--- config.mk ---
export PLATFORM = sky130hd
export DESIGN_NAME = reset_sequencer
export DESIGN_NICKNAME = d
export VERILOG_FILES = /design/src/rtl/reset_sequencer.sv
export SDC_FILE = /design/constraint.sdc
export NUM_CORES = 1
export LEC_CHECK = 0
export ABC_AREA = 0
export ABC_CLOCK_PERIOD_IN_PS = 4530
export BUFFER_PORTS_ARGS = -buffer_cell sky130_fd_sc_hd__buf_2
export CORE_UTILIZATION = 50
export CTS_BUF_LIST = sky130_fd_sc_hd__clkbuf_4
export CTS_CLUSTER_SIZE = 40
export DETAILED_ROUTE_END_ITERATION = 12
export PLACE_DENSITY = 0.72
export REMOVE_ABC_BUFFERS = 1
export SLEW_MARGIN = 20
export SYNTH_ARGS = -nofsm -noshare
export SYNTH_HDL_FRONTEND = slang
export SYNTH_SLANG_ARGS = --single-unit
export TNS_END_PERCENT = 5
--- constraint.sdc ---
create_clock -name clock -period 4.53 [get_ports clock]
set_input_delay 1.1325 -clock clock [delete_from_list [all_inputs] [get_ports clock]]
set_output_delay 1.1325 -clock clock [all_outputs]
set_load 0.03 [all_outputs]
--- src/rtl/reset_sequencer.sv ---
// Staged reset release: hold all domains, free peripherals, then core.
// Ports: clock/reset, sw/wdog/ndm requests in; periph/core rst, done, cause out.
module reset_sequencer #(
  parameter int HOLD_CYCLES = 16,
  parameter int STAGE_GAP   = 4,
  parameter int CNT_W       = 8
) (
  input  logic       clock,
  input  logic       reset,
  input  logic       io_sw_rst_req,
  input  logic       io_wdog_rst_req,
  input  logic       io_ndm_rst_req,
  output logic       io_periph_rst,
  output logic       io_core_rst,
  output logic       io_rst_done,
  output logic [1:0] io_rst_cause
);

  typedef enum logic [1:0] {
    ASSERT     = 2'd0,
    REL_PERIPH = 2'd1,
    RUN        = 2'd2
  } state_t;

  localparam logic [CNT_W-1:0] HOLD_LAST =
    CNT_W'(HOLD_CYCLES - 1);
  localparam logic [CNT_W-1:0] GAP_LAST =
    CNT_W'(STAGE_GAP - 1);
  localparam logic [CNT_W-1:0] CNT_MAX = '1;

  localparam logic [1:0] C_WDOG = 2'd1;
  localparam logic [1:0] C_SW   = 2'd2;
  localparam logic [1:0] C_NDM  = 2'd3;

  state_t           state, state_n;
  logic [CNT_W-1:0] cnt, cnt_n, cnt_inc;
  logic [1:0]       cause, cause_n;
  logic             req;

  assign req = io_sw_rst_req
             | io_wdog_rst_req
             | io_ndm_rst_req;

  assign cnt_inc = (cnt == CNT_MAX)
                 ? cnt : cnt + 1'b1;

  always_ff @(posedge clock) begin
    if (reset) begin
      state <= ASSERT;
      cnt   <= '0;
      cause <= 2'd0;
    end else begin
      state <= state_n;
      cnt   <= cnt_n;
      cause <= cause_n;
    end
  end

  // A request overrides every state and
  // restarts the hold count from zero.
  always_comb begin
    state_n = state;
    cnt_n   = cnt;
    cause_n = cause;
    if (req) begin
      state_n = ASSERT;
      cnt_n   = '0;
      unique case (1'b1)
        io_wdog_rst_req:
          cause_n = C_WDOG;
        !io_wdog_rst_req && io_ndm_rst_req:
          cause_n = C_NDM;
        default:
          cause_n = C_SW;
      endcase
    end else begin
      unique case (state)
        ASSERT: begin
          if (cnt == HOLD_LAST) begin
            state_n = REL_PERIPH;
            cnt_n   = '0;
          end else begin
            cnt_n = cnt_inc;
          end
        end
        REL_PERIPH: begin
          if (cnt == GAP_LAST) begin
            state_n = RUN;
          end else begin
            cnt_n = cnt_inc;
          end
        end
        RUN: begin
          state_n = RUN;
        end
        default: begin
          state_n = ASSERT;
          cnt_n   = '0;
        end
      endcase
    end
  end

  always_comb begin
    io_periph_rst = 1'b1;
    io_core_rst   = 1'b1;
    io_rst_done   = 1'b0;
    unique case (state)
      ASSERT: begin
        io_periph_rst = 1'b1;
      end
      REL_PERIPH: begin
        io_periph_rst = 1'b0;
      end
      RUN: begin
        io_periph_rst = 1'b0;
        io_core_rst   = 1'b0;
        io_rst_done   = 1'b1;
      end
      default: begin
        io_periph_rst = 1'b1;
      end
    endcase
  end

  assign io_rst_cause = cause;

endmodule
Yosys cells after proc, flatten, opt, wreduce, memory -nomap -nowiden. Index checks and enable logic that the tools add are counted.

Add/sub/neg operators: 1. Eq/ne operators: 8. Mux-type cells: 11. Bitwise operators: 3. Reductions and logical operators: 7.

Operators by type and width (number): $mux W8 (3); $pmux W8 S3 (1); $add A8 B1 Y8 const B (1); $eq A8 B2 Y1 const B (1); $eq A8 B4 Y1 const B (1); $eq A8 B8 Y1 const B (1); $ne A2 B2 Y1 const B (3); $pmux W2 S3 (1); $mux W2 (2); $pmux W2 S2 (1); $reduce_and A2 Y1 (2); $reduce_or A2 Y1 (2); $mux W1 (3); $eq A2 B1 Y1 const B (1); $eq A2 B2 Y1 const B (1); $logic_not A2 Y1 (1); $or A1 B1 Y1 (2); $logic_and A1 B1 Y1 (1); $logic_not A1 Y1 (1); $not A1 Y1 (1).

Register bits: 12. Input port bits: 5. Logic and storage cells: 33.

Depth between registers and ports, before layout.
Depth in word-level cells: 4. Mapped depth: 6. Mapped depth without buffers: 6.

Least setup slack after synthesis. No wires, ideal clock.

Kind: register to output. From: register state[0]. To: output io_core_rst. Arrival: 1096 ps. Required time: 3398 ps. Path slack: 2302 ps. Cell stages (with the launch flop): 4. Path buffers: 0. Cells stage by stage: dfxtp_1 > inv_1 > ha_1 > inv_1.

Longest elaborated chain between the ends: 2.

Ends and longest elaborated chain: start, declared (line 35) `state_t state, state_n;`; start signal, assigned (line 53) `state <= state_n;`; $eq A2 B2 Y1 (line 108) `unique case (state)`; $mux W1 (line 108); end, declared (line 14) `output logic io_core_rst,`.

No other way between the ends.

Final worst setup path.
From: register state[0]. To: output io_rst_done.

Longest elaborated chain between the ends: 2.

Ends and longest elaborated chain: $eq A2 B2 Y1 (line 108); $mux W1 (line 108); end, declared (line 15) `output logic io_rst_done,`.

No other way between the ends.

==> summary.md <==
| Metric | Value |
|---|---|
| Status | complete, no violations |
| Port Buffer Count | 9 |
| Int Pwr | 0.141 mW |
| Cell area after synthesis | about 710 um2 |
| Core area | 1320 um2 |
| Residual DRC count | 0 |
| Initial Utilization | 0.538 |
| Syn-to-layout area delta | 11.1% |
| Worst EP arrival | ~1.3 ns |
| Die W | 39.7 um |
| Detail Placement HPWL | between 1000 and 1500 um |
| Top post-synthesis cells by count | 12 x dfxtp_1, 9 x a21oi_1, 7 x inv_1, 7 x nor3_1 |
| Post-synth EDFFs | 0 |
| Clock Latency Late Sink | 0.26 ns |
| H-tree levels | 1 |
| Worst slew margin | 0.410 |
| TritonCTS clock tree | yes |
| Ys async rst share | 0 |
| Via count | 699 |
| CP Data Required Time | ~3.4 ns |
| YS warnings | 0 |
| Worst hold-check path type | flop to flop |
| Post-synthesis register bit count | 12 |
| DRT iter0 DRCs | 39 |
| Synth top area share | 0.339 |
| Setup violations, final | 0 |
| Post-Syn Instances | 86 |
| Resize count post-CTS | 0 |
| Share of layout cells above drive strength 1 | 0.186 |
| Clock share of power | 0.357 |
| Vias in the first global route | between 500 and 600 |
| CTS clk-pin slew, worst paths | roughly 0.070 ns |
| Fin nets | around 110 |
| Worst-Margin Slew | around 0.88 ns |
| CTS max path bufs | 2 |
| Initial antenna violation count | 0 |
| Net Sw Frac | 0.224 |
| Minimum clock period | between 2 and 2.5 ns |
| Period utilization | 0.530 |
| Max-Cap Viols | 0 |
| Post-CTS setup-driven buffer insertion count | 0 |
| Largest fanout on the critical path | 7 |
| Clock Skews | approximately 0.00042 ns |
| Peak supply drop | ~0.15 mV |
| Clk sinks | 12 |
| Post-route ant nets | 0 |
| CTS Hold Bufs | 0 |
| Sw Pwr | about 0.04 mW |
| Clock root cell | clkbuf_4 |
| Avg WL per Cell | between 10 and 15 um |
| Via density | approximately 6.2 |
| Final Hold Vio Count | 0 |
| Logic pwr share | 0.051 |
| CP endpoint kind | output port |
| Synth area leader | dfxtp_1 |
| Pwr dens | roughly 230 nW/um2 |
| Total grt overflow | 0 |
| TritonCTS buffer count | 3 |
| GP Congestion | 0.756 |
| Largest net degree at the start of global routing | 10 |
| Post-Route Setup TNS | 0 ns |
| RSZ-0062 raised after global routing | false |
| Die height | around 40 um |
| First-pass GRT wire length | approximately 2200 um |
| Syn_area_per_cell | a little over 8 um2 |
| Seq/Total Area, Yosys | 0.339 |
| Die area | between 1500 and 2000 um2 |
| DR pass1 iterations | 4 |
| GRT Util Overall | 0.214 |
| Worst setup SP type | flop |
| Ant. Diodes | 0 |
| Count leader, synth | dfxtp_1 |
| Main area contributors after synthesis | dfxtp_1 34%, ha_1 7.1%, a21oi_1 6.3% |
| Num ports | 10 |
| Final WL | 1520 um |
| Distinct cells, synth | 29 |
| Row Count | 13 |
| Sequential share of power | 0.592 |
| Worst Hold Slack | approximately 0.47 ns |
| Static Leak | 0.254 nW |
| Max-slew violations | 0 |
| Ys flop type | dfxtp_1 |
| Max Fclk | roughly 420 MHz |
| WS Path Type | flop to output port |
worst max-delay path, stage by stage (launching register included):
cell,delay (ns)
dfxtp_1,0.32
inv_1,0.10
ha_1,0.33
buf_2,0.26
power groups by stage:
| stage | Combinational, mW | Clock [mW] | Sequential [mW] |
|---|---|---|---|
| 6_report | 0.00928 | 0.0649 | 0.108 |
| 5_1_grt | 0.0101 | 0.0686 | 0.108 |
| 4_1_cts | 0.00931 | 0.0658 | 0.108 |
| 3_5_place_dp | 0.00933 | 0 | 0.110 |
| 3_3_place_gp | 0.00912 | 0 | 0.110 |
| 2_1_floorplan | 0.00295 | 0 | 0.112 |
cells in the final DEF, fill, tap and decap left out, types with 2 or more instances in the layout:
master / instances
nand3_1: 6
a21oi_1: 9
inv_1: 7
a31oi_1: 4
buf_2: 9
o21ai_0: 4
o41ai_1: 2
clkbuf_4: 3
nor3_1: 7
nand2_1: 6
nor4_1: 2
nand3b_1: 2
nor2_1: 4
a211oi_1: 2
ha_1: 4
dfxtp_1: 12
layer usage:
layer  global-route usage  routed length [um]  up-vias
met4                0.129                  12        0
met5                    0                   0        -
li1                     -                   -      354
met2                0.340                 693       20
met1                0.264                 750      323
met3               0.0341                  62        2
cell families after synthesis:
logic type,synth area share
DFF,0.339
adders and majority gates,0.0705
and+or+nand+nor,0.298
muxes,0.0141
AOI/OAI and AO/OA,0.231
buffers and inverters,0.0476
layout make-up:
type / count / area, um2
inverter: 7 / 26.3
tap: 15 / 18.8
sequential: 12 / 240
fill: 113 / 529
clock buffer: 3 / 22.5
timing repair buffer: 9 / 45.0
multi-input combinational: 66 / 435
registers in the layout (all words and copies together) (netlist names):
signal / cells
io_rst_cause: 2
state: 2
cnt: 8
path summary, 6_finish.rpt:
kind / start / to / slack (ns) / depth (start not counted)
max: state[0]$_SDFFE_PP0P_ / io_rst_done / 2.13 / 3
max reg2reg: cnt[0]$_SDFFE_PP0P_ / cnt[3]$_SDFFE_PP0P_ / 2.74 / 5
min: io_rst_cause[0]$_SDFFE_PP0P_ / io_rst_cause[0]$_SDFFE_PP0P_ / 0.47 / 2
min reg2reg: io_rst_cause[0]$_SDFFE_PP0P_ / io_rst_cause[0]$_SDFFE_PP0P_ / 0.47 / 2
stage by stage:
step	area [um2]	power [mW]	cells	util	worst slack, ns
after global placement	766	0.119	109	0.581	2.03
after CTS	788	0.183	112	0.598	2.12
final	788	0.182	112	0.598	2.13
after floorplan	702	0.115	85	-	2.30
after global routing	788	0.186	112	0.598	2.04
after detailed placement	766	0.119	109	0.581	1.98
No activity file was read; power rests on OpenSTA's default activity.
